$ cat src/rtl/m2_cmd_sequencer.sv
// Byte-stream command front end for bus master 2: framed UART bytes in, one master
// transaction out, one response byte back. Optional completion watchdog: M2_SEQ_TIMEOUT_EN.
module m2_cmd_sequencer #(
   parameter int ADDR_WIDTH     = 16,
   parameter int DATA_WIDTH     = 8,
   parameter int TIMEOUT_CYCLES = 4096
) (
   input  logic                  clk,
   input  logic                  rst,
   input  logic [7:0]            rx_data,
   input  logic                  rx_valid,
   output logic [7:0]            tx_data,
   output logic                  tx_valid,
   input  logic                  tx_ready,
   output logic [ADDR_WIDTH-1:0] maddr,
   output logic [DATA_WIDTH-1:0] mwdata,
   output logic                  mwvalid,
   output logic                  wen,
   input  logic [DATA_WIDTH-1:0] mrdata,
   input  logic                  mrvalid,
   input  logic                  mready,
   output logic                  busy,
   output logic                  rx_drop
);

   // state  | meaning
   // IDLE   | hunting for an opcode byte (0x57 write, 0x52 read)
   // ADDR_H | waiting for address high byte
   // ADDR_L | waiting for address low byte
   // DATA   | waiting for write data byte
   // ISSUE  | frame complete, waiting for mready to launch mwvalid
   // WAIT   | transaction in flight, waiting for completion
   // RESP   | response byte presented, waiting for tx_ready
   typedef enum logic [2:0] {
      IDLE   = 3'd0,
      ADDR_H = 3'd1,
      ADDR_L = 3'd2,
      DATA   = 3'd3,
      ISSUE  = 3'd4,
      WAIT   = 3'd5,
      RESP   = 3'd6
   } state_t;

   localparam logic [7:0] OP_WR   = 8'h57;
   localparam logic [7:0] OP_RD   = 8'h52;
   localparam logic [7:0] RESP_OK = 8'h4B;
   localparam logic [7:0] RESP_TO = 8'hEE;

   state_t                state_q, state_d;
   logic                  op_wr_q;
   logic [7:0]            addr_h_q, addr_l_q;
   logic [DATA_WIDTH-1:0] data_q;
   logic [7:0]            resp_q;
   logic                  mready_q;
   logic                  complete, timeout;
   logic [15:0]           addr_full;

   // Write completion is an mready rise; mready_q holds 1 from the issue cycle.
   assign complete = (state_q == WAIT) &&
                     (op_wr_q ? (mready && !mready_q) : mrvalid);

`ifdef M2_SEQ_TIMEOUT_EN
   localparam int WD_W = $clog2(TIMEOUT_CYCLES + 1);
   logic [WD_W-1:0] wd_q;

   // Loaded on the issue edge so terminal count lands exactly TIMEOUT_CYCLES into WAIT.
   always_ff @(posedge clk or posedge rst) begin
      if (rst) begin
         wd_q <= '0;
      end else if (state_q == ISSUE && mready) begin
         wd_q <= WD_W'(TIMEOUT_CYCLES - 1);
      end else if (state_q == WAIT && wd_q != '0) begin
         wd_q <= wd_q - 1'b1;
      end
   end

   assign timeout = (state_q == WAIT) && (wd_q == '0);
`else
   assign timeout = 1'b0;
`endif

   always_ff @(posedge clk or posedge rst) begin
      if (rst) state_q <= IDLE;
      else     state_q <= state_d;
   end

   always_comb begin
      state_d = state_q;
      case (state_q)
         IDLE:   if (rx_valid && (rx_data == OP_WR || rx_data == OP_RD)) state_d = ADDR_H;
         ADDR_H: if (rx_valid) state_d = ADDR_L;
         ADDR_L: if (rx_valid) state_d = op_wr_q ? DATA : ISSUE;
         DATA:   if (rx_valid) state_d = ISSUE;
         ISSUE:  if (mready) state_d = WAIT;
         WAIT:   if (complete || timeout) state_d = RESP;
         RESP:   if (tx_ready) state_d = IDLE;
         default: state_d = IDLE;
      endcase
   end

   always_comb begin
      busy     = (state_q != IDLE);
      mwvalid  = (state_q == ISSUE) && mready;
      tx_valid = (state_q == RESP);
      rx_drop  = rx_valid &&
                 (state_q == ISSUE || state_q == WAIT || state_q == RESP);
   end

   always_ff @(posedge clk or posedge rst) begin
      if (rst) begin
         op_wr_q  <= 1'b0;
         addr_h_q <= '0;
         addr_l_q <= '0;
         data_q   <= '0;
         resp_q   <= '0;
         mready_q <= 1'b0;
      end else begin
         mready_q <= mready;
         if (state_q == IDLE && rx_valid && (rx_data == OP_WR || rx_data == OP_RD))
            op_wr_q <= (rx_data == OP_WR);
         if (state_q == ADDR_H && rx_valid) addr_h_q <= rx_data;
         if (state_q == ADDR_L && rx_valid) addr_l_q <= rx_data;
         if (state_q == DATA && rx_valid)   data_q   <= rx_data[DATA_WIDTH-1:0];
         // A real completion wins over a coincident watchdog expiry.
         if (complete)
            resp_q <= op_wr_q ? RESP_OK : mrdata[7:0];
         else if (timeout)
            resp_q <= RESP_TO;
      end
   end

   assign addr_full = {addr_h_q, addr_l_q};
   assign maddr     = addr_full[ADDR_WIDTH-1:0];
   assign mwdata    = data_q;
   assign wen       = op_wr_q;
   assign tx_data   = resp_q;

endmodule

$ cat config.mk
export PLATFORM = sky130hd
export DESIGN_NAME = m2_cmd_sequencer
export DESIGN_NICKNAME = d
export VERILOG_FILES = /design/src/rtl/m2_cmd_sequencer.sv
export SDC_FILE = /design/constraint.sdc
export NUM_CORES = 1
export LEC_CHECK = 0
export CORE_MARGIN = 10
export CORE_UTILIZATION = 40
export CTS_CLUSTER_DIAMETER = 80
export CTS_CLUSTER_SIZE = 10
export DETAILED_ROUTE_END_ITERATION = 10
export HOLD_SLACK_MARGIN = 0.15
export MAX_ROUTING_LAYER = met4
export PLACE_DENSITY = 0.75
export SYNTH_ARGS = -nofsm -noshare
export SYNTH_HDL_FRONTEND = slang
export SYNTH_SLANG_ARGS = --single-unit
$ cat constraint.sdc
create_clock -name clk -period 1.3 [get_ports clk]
set_input_delay 0.13 -clock clk [delete_from_list [all_inputs] [get_ports clk]]
set_output_delay 0.13 -clock clk [all_outputs]
set_load 0.1 [all_outputs]
==> results of run 1 <==
-- timing repair --
| item | 4_1_cts | 5_1_grt |
|---|---|---|
| pin swaps | 8 | 5 |
| cloned | 0 | 0 |
| buffers inserted | 10 | 3 |
| resized for setup | 16 | 13 |
| setup endpoints to repair | 39 | 41 |
-- per-layer routing --
layer	routed length, microns	global-route usage, %
met1	2330	16.8
met2	2790	25.7
met3	425	6.57
met4	96	5.99
met5	0	-
-- per-stage QoR --
| stage | setup slack (ns) | setup TNS (ns) | instance area, sq um |
|---|---|---|---|
| CTS | -0.197 | -5.06 | 3210 |
| finish | -0.220 | -4.14 | 3290 |
| floorplan | -0.284 | -3.34 | 1790 |
| global placement | -0.294 | -7.81 | 3000 |
| detailed placement | -0.313 | -8.37 | 3000 |
| global route | -0.256 | -5.69 | 3290 |
-- worst min-delay path, delay by kind of cell --
family | cells | cell delay, ns
buf+inv | 3 | 0.70
-- how the worst max path moves through the flow --
| stage | startpoint | end | slack, ns |
|---|---|---|---|
| 2_1_floorplan | wen$_DFFE_PP0P_ | tx_data[2]$_DFFE_PP0P_ | -0.28 |
| 3_3_place_gp | rx_data[1] | state_q[0]$_DFFE_PP0P_ | -0.29 |
| 3_5_place_dp | rx_valid | mwdata[4]$_DFFE_PP0P_ | -0.31 |
| 4_1_cts | state_q[1]$_DFFE_PP0P_ | tx_valid | -0.20 |
| 5_1_grt | state_q[2]$_DFFE_PP0P_ | tx_valid | -0.26 |
| 6_report | state_q[2]$_DFFE_PP0P_ | tx_valid | -0.22 |
-- kinds of logic after synthesis --
family	count (synthesis)	synth area share, %
muxes	32	21.3
and+or+nand+nor	31	13.2
DFF	37	55.4
buffers and inverters	14	3.67
AOI/OAI and AO/OA	14	6.51
-- cell type report --
type | count | area, sq um
Tap cell | 50 | 62.6
Clock buffer | 6 | 82.6
Clock inverter | 2 | 13.8
Multi-Input combinational cell | 77 | 838
Sequential cell | 37 | 933
Inverter | 8 | 30.0
Fill cell | 204 | 741
Timing Repair Buffer | 100 | 1330
-- sequential cells by signal, summed over array words and instances (netlist names) --
register  flops
addr_l_q      8
mready_q      1
tx_data       8
state_q       3
mwdata        8
addr_h_q      8
wen           1
-- cells in the final DEF (no fill, tap or decap), drive strengths merged, types with 2 or more instances in the layout --
cell and n:
inv 8, dfrtp 37, mux2 28, clkdlybuf4s50 21
nor2b 5, a31oi 3, a211oi 2, a21oi 2
mux2i 4, clkinv 2, clkbuf 6, nand3b 3
nor2 6, nand4 2, nand2b 3, nor4b 2
nand2 3, o21ai 2, buf 79
==> summary.md, run 1 <==
| Metric | Value |
|---|---|
| Largest net degree at the start of global routing | 38 |
| Synth Warn # | 0 |
| Crit-path cells | inv_2 -> buf_6 -> nor3_4 -> buf_12 |
| Asr flop ratio synth | 100% |
| Maxcap violations | 0 |
| Critical R2R Launch | state_q[1]$_DFFE_PP0P_ |
| Setup ws final | -0.220 ns |
| Core Util, Final | 81.6% |
| Clock Sinks | 37 |
| Area growth, synth to finish | 96.7% |
| GRT Util Overall | 15.8% |
| WP buf/inv | 3 |
| Worst hold path type | primary input to asynchronous set/reset pin |
| Max incr delay on CP | 0.45 ns |
| First-pass GRT wire length | 8670 microns |
| Num CTS Buffers | 5 |
| Slowest cell on crit path | dfrtp_2 |
| IO buf count | 58 |
| Avg WL per Cell | 20.2 microns |
| Final min period | 1.52 ns |
| Kind of cell adding the most delay to the critical path | flip-flops |
| Die Ht | 84.6 microns |
| Crit path DAT | 1.39 ns |
| Vias per inst | 5.21 |
| CTS max path bufs | 2 |
| Worst-margin pin slew | 0.369 ns |
| Unrepaired setup endpoints after global routing | true |
| Antenna violations before repair | 0 |
| Final Cycle Share | 117% |
| Failing checks | negative setup slack |
| Yosys reg bits | 37 |
| Syn_nets | 150 |
| Mapped Cells | 128 |
| Drt first pass iters | 4 |
| Root Driver | clkbuf_8 |
| Routed WL | 5640 microns |
| Die area | 7160 sq um |
| Final Max Tran Viols | 0 |
| IO Pins | 59 |
| FF-to-FF End | tx_data[7]$_DFFE_PP0P_ |
| Via count | 1460 |
| Antenna-violating nets left | 0 |
| Syn_area_per_cell | 13.1 sq um |
| Critical Path Stages | 4 |
| Crit Path Class | register to output pin |
| Main synth FF type | dfrtp_1 |
| FF-to-FF setup slack | -0.17 ns |
| # DRC | 0 |
| Most frequent cell after synthesis | dfrtp_1 |
| Starting DRT DRC Count | 78 |
| Distinct cells, synth | 33 |
| Diode count | 0 |
| GRT overflow | 0 |
| Most area-consuming cells after synthesis | dfrtp_1 55%, mux2_2 19%, nor4b_4 2.8% |
| Worst endpoint required time | 1.17 ns |
| Commonest cells in the netlist | 37 x dfrtp_1, 28 x mux2_2, 7 x inv_1 |
| Top cell type's share of synthesized area | 55.4% |
| CP Capture Type | output pin |
| Nets | 251 |
| Worst Setup Start Kind | register |
| Synth Cell Area | 1670 sq um |
| Area leader, netlist | dfrtp_1 |
| Slew headroom | 75.2% |
| Crit path max fanout | 5 |
| Worst skew pair latency | 0.30 ns |
| Clock transition at path regs | 0.08 ns |
| Status | finished with violations |
| WHS | 0.167 ns |
| Sequential element share of the synthesized area | 55.4% |
| Detail Placement HPWL | 3830 microns |
| Post-Route Skew | 0.00877 ns |
| CORE AREA | 4030 sq um |
| Final setup viols | 39 |
| Hold-fix buffers, CTS | 0 |
| DP Cell Count | 260 |
| Vias in the first global route | 1620 |
| Die X | 84.6 microns |
| F_max | 658 MHz |
| Share of layout cells above drive strength 1 | 59.6% |
| Non-filler instance count after layout | 280 |
| Final Hold Violating Endpoints | 0 |
| H-tree levels | 2 |
| Post-synth EDFFs | 0 |
| GP Congestion | 0.810 |
| Row count | 23 |
| Initial core utilization | 41.5% |
| Reg2Reg Depth | 4 |
| CTS tree | yes |
Power of run 1 is not shown: default switching activity piles up to over one toggle a cycle in this logic, so the estimate is an artifact.
==> run 2, diff against run 1 <==
--- a/config.mk
+++ b/config.mk
@@ -6,13 +6,14 @@
 export NUM_CORES = 1
 export LEC_CHECK = 0
 export CORE_MARGIN = 10
-export CORE_UTILIZATION = 40
+export CORE_UTILIZATION = 55
 export CTS_CLUSTER_DIAMETER = 80
 export CTS_CLUSTER_SIZE = 10
 export DETAILED_ROUTE_END_ITERATION = 10
+export DONT_BUFFER_PORTS = 1
 export HOLD_SLACK_MARGIN = 0.15
 export MAX_ROUTING_LAYER = met4
-export PLACE_DENSITY = 0.75
+export PLACE_DENSITY = 0.73
 export SYNTH_ARGS = -nofsm -noshare
 export SYNTH_HDL_FRONTEND = slang
 export SYNTH_SLANG_ARGS = --single-unit
==> summary.md, run 2 <==
| Metric | Value |
|---|---|
| Yosys reg bits | 37 |
| Asr flop ratio synth | 100% |
| Syn_nets | 150 |
| H-tree levels | 2 |
| Commonest cells in the netlist | 37 x dfrtp_1, 28 x mux2_2, 7 x inv_1 |
| Initial core utilization | 59.1% |
| Die Ht | 75.1 microns |
| IO Pins | 59 |
| Post-synth EDFFs | 0 |
| Die X | 75.1 microns |
| Post-place setup slack | -0.117 ns |
| Area leader, netlist | dfrtp_1 |
| Post-CTS Setup Inserts | 10 |
| Row count | 19 |
| Distinct cells, synth | 33 |
| Mapped Cells | 128 |
| PostCTS Resize Cnt | 27 |
| Synth Warn # | 0 |
| IO buf count | 0 |
| Hold-fix buffers, CTS | 21 |
| Detail Placement HPWL | 3320 microns |
| Main synth FF type | dfrtp_1 |
| Most area-consuming cells after synthesis | dfrtp_1 55%, mux2_2 19%, nor4b_4 2.8% |
| CTS max path bufs | 2 |
| Num CTS Buffers | 5 |
| Stop Error | [ERROR DPL-0033] detailed placement checks failed during check placement. |
| Synth Cell Area | 1670 sq um |
| Sequential element share of the synthesized area | 55.4% |
| Top cell type's share of synthesized area | 55.4% |
| Clock Sinks | 37 |
| Status | aborted with a tool error |
| Stage reached | clock tree synthesis |
| GP Congestion | 0.829 |
| Syn_area_per_cell | 13.1 sq um |
| Most frequent cell after synthesis | dfrtp_1 |
| Root Driver | clkbuf_4 |
| Area of placed instances | 2290 sq um |
run 2: cell counts after synthesis:
No cell type changed its count.
run 2: cell families after synthesis:
| family | after synthesis | share of synthesized area, % |
|---|---|---|
| simple gates | 31 | 13.2 |
| compound gates | 14 | 6.51 |
| buf+inv | 14 | 3.67 |
| mux | 32 | 21.3 |
| flops | 37 | 55.4 |
run 2: through the flow:
stage | utilization [%] | std cells
2_1_floorplan | - | 128
3_3_place_gp | 80.9 | 212
3_5_place_dp | 80.9 | 212
==> run 3, diff against run 2 <==
==> config.mk (replaced) <==
export PLATFORM = sky130hd
export DESIGN_NAME = m2_cmd_sequencer
export DESIGN_NICKNAME = d
export VERILOG_FILES = /design/src/rtl/m2_cmd_sequencer.sv
export SDC_FILE = /design/constraint.sdc
export NUM_CORES = 1
export LEC_CHECK = 0
export CORE_MARGIN = 10
export CORE_UTILIZATION = 40
export DETAILED_ROUTE_END_ITERATION = 10
export DONT_BUFFER_PORTS = 1
export PLACE_DENSITY_LB_ADDON = 0.15
export SYNTH_ARGS = -nofsm -noshare
export SYNTH_HDL_FRONTEND = slang
export SYNTH_SLANG_ARGS = --single-unit
==> constraint.sdc (replaced) <==
create_clock -name clk -period 1.7 [get_ports clk]
set_input_delay 0.17 -clock clk [delete_from_list [all_inputs] [get_ports clk]]
set_output_delay 0.17 -clock clk [all_outputs]
set_load 0.1 [all_outputs]
==> summary.md, run 3 (synthesis gave the netlist of run 1 again) <==
| Metric | Value |
|---|---|
| Vias in the first global route | 1319 |
| Final Cycle Share | 94.7% |
| Clock Sinks | 37 |
| IO Pins | 59 |
| Initial core utilization | 41.5% |
| Via count | 1189 |
| CP Capture Type | output pin |
| Starting DRT DRC Count | 43 |
| H-tree levels | 2 |
| Largest net degree at the start of global routing | 38 |
| Most frequent cells in the layout | 44 x buf_4, 34 x dfrtp_1, 28 x mux2_2, 7 x inv_1, 7 x clkbuf_8 |
| Row count | 23 |
| Crit-path cells | inv_1 -> buf_4 -> nor3_4 -> buf_12 |
| Worst Setup Start Kind | register |
| Worst hold path type | primary input to register |
| Drt first pass iters | 4 |
| # DRC | 0 |
| Share of layout cells above drive strength 1 | 53.1% |
| Area growth, synth to finish | 33.8% |
| First-pass GRT wire length | 6760 microns |
| Final setup viols | 0 |
| WHS | 0.0310 ns |
| Maxcap violations | 0 |
| Slowest cell on crit path | dfrtp_2 |
| Die X | 84.6 microns |
| Num CTS Buffers | 5 |
| Slew headroom | 67.4% |
| Post-Route Skew | 0.00616 ns |
| Nets | 200 |
| Kind of cell adding the most delay to the critical path | buffers and inverters |
| Detail Placement HPWL | 3050 microns |
| CORE AREA | 4030 sq um |
| Diode count | 0 |
| Antenna-violating nets left | 0 |
| Crit. Startpoint | state_q[2]$_DFFE_PP0P_ |
| Crit path DAT | 1.44 ns |
| WP buf/inv | 3 |
| CTS tree | yes |
| GP Congestion | 0.816 |
| Max incr delay on CP | 0.47 ns |
| Final Max Tran Viols | 0 |
| Antenna violations before repair | 0 |
| Status | finished, final reports clean |
| Final Hold Violating Endpoints | 0 |
| Root Driver | clkbuf_8 |
| GRT Util Overall | 11.5% |
| GRT overflow | 0 |
| Worst skew pair latency | 0.28 ns |
| Critical R2R Launch | state_q[0]$_DFFE_PP0P_ |
| IO buf count | 0 |
| Unrepaired setup endpoints after global routing | false |
| Avg WL per Cell | 17.1 microns |
| Die area | 7160 sq um |
| Worst-margin pin slew | 0.483 ns |
| Crit path max fanout | 9 |
| Post-route cell area | 2240 sq um |
| Die Ht | 84.6 microns |
| Commonest non-fill, non-tap cell in the layout | buf_4 |
| F_max | 621 MHz |
| Clock transition at path regs | 0.07 ns |
| Routed WL | 3920 microns |
| Worst endpoint required time | 1.53 ns |
| Vias per inst | 5.19 |
| FILL cells | 367 |
| CTS max path bufs | 2 |
| Crit Path Class | register to output pin |
| Startpoint of the worst hold path | rx_data[6] |
| Final min period | 1.61 ns |
| Area of placed instances | 2100 sq um |
-- run 3: per-stage QoR --
| step | setup slack (ns) | instances | util, % | TNS, ns |
|---|---|---|---|---|
| 2_1_floorplan | -0.221 | 128 | - | -0.221 |
| 3_3_place_gp | 0.257 | 218 | 52.2 | 0 |
| 3_5_place_dp | 0.216 | 218 | 52.2 | 0 |
| 4_1_cts | 0.0202 | 228 | 55.3 | 0 |
| 5_1_grt | 0.0299 | 229 | 55.5 | 0 |
| 6_report | 0.0905 | 229 | 55.5 | 0 |
-- run 3: final timing paths --
kind	endpoint	cells past startpoint	slack, ns
max in group asynchronous	wen$_DFFE_PP0P_	3	0.91
max	tx_valid	4	0.09
max reg2reg	addr_l_q[1]$_DFFE_PP0P_	4	0.24
min reg2reg	mwdata[3]$_DFFE_PP0P_	1	0.51
min in group asynchronous	tx_data[5]$_DFFE_PP0P_	3	0.42
min	mwdata[6]$_DFFE_PP0P_	1	0.03
-- run 3: layer usage --
metal	up-vias	global-route usage (%)	wire, microns
met1	594	13.0	1500
met5	-	0	0
li1	555	-	-
met2	34	18.7	2060
met3	6	5.31	313
met4	0	3.59	48
-- run 3: worst register-to-register path, delay by kind of cell (launching register included) --
kind                   cells  cell delay [ns]
muxes                      1             0.35
DFF                        1             0.43
and+or+nand+nor            1             0.20
buffers and inverters      2             0.37
-- run 3: layout make-up --
cell class | instances | area (sq um) | share of cell area, %
flip-flops and latches | 37 | 932 | 41.7
multi-input cells | 77 | 699 | 31.3
repair buffers | 49 | 410 | 18.4
clock buffers | 7 | 96.3 | 4.31
well taps | 50 | 62.6 | 2.80
inverters | 8 | 30.0 | 1.34
clock inverters | 1 | 5.00 | 0.224
-- run 3: repair_timing --
action,in CTS,in global routing
endpoints found under the hold margin,38,0
resized for setup,1,1
setup endpoints to repair,1,1
buffers inserted,0,1
hold buffers,2,0
Power of run 3 is left out for the same reason.
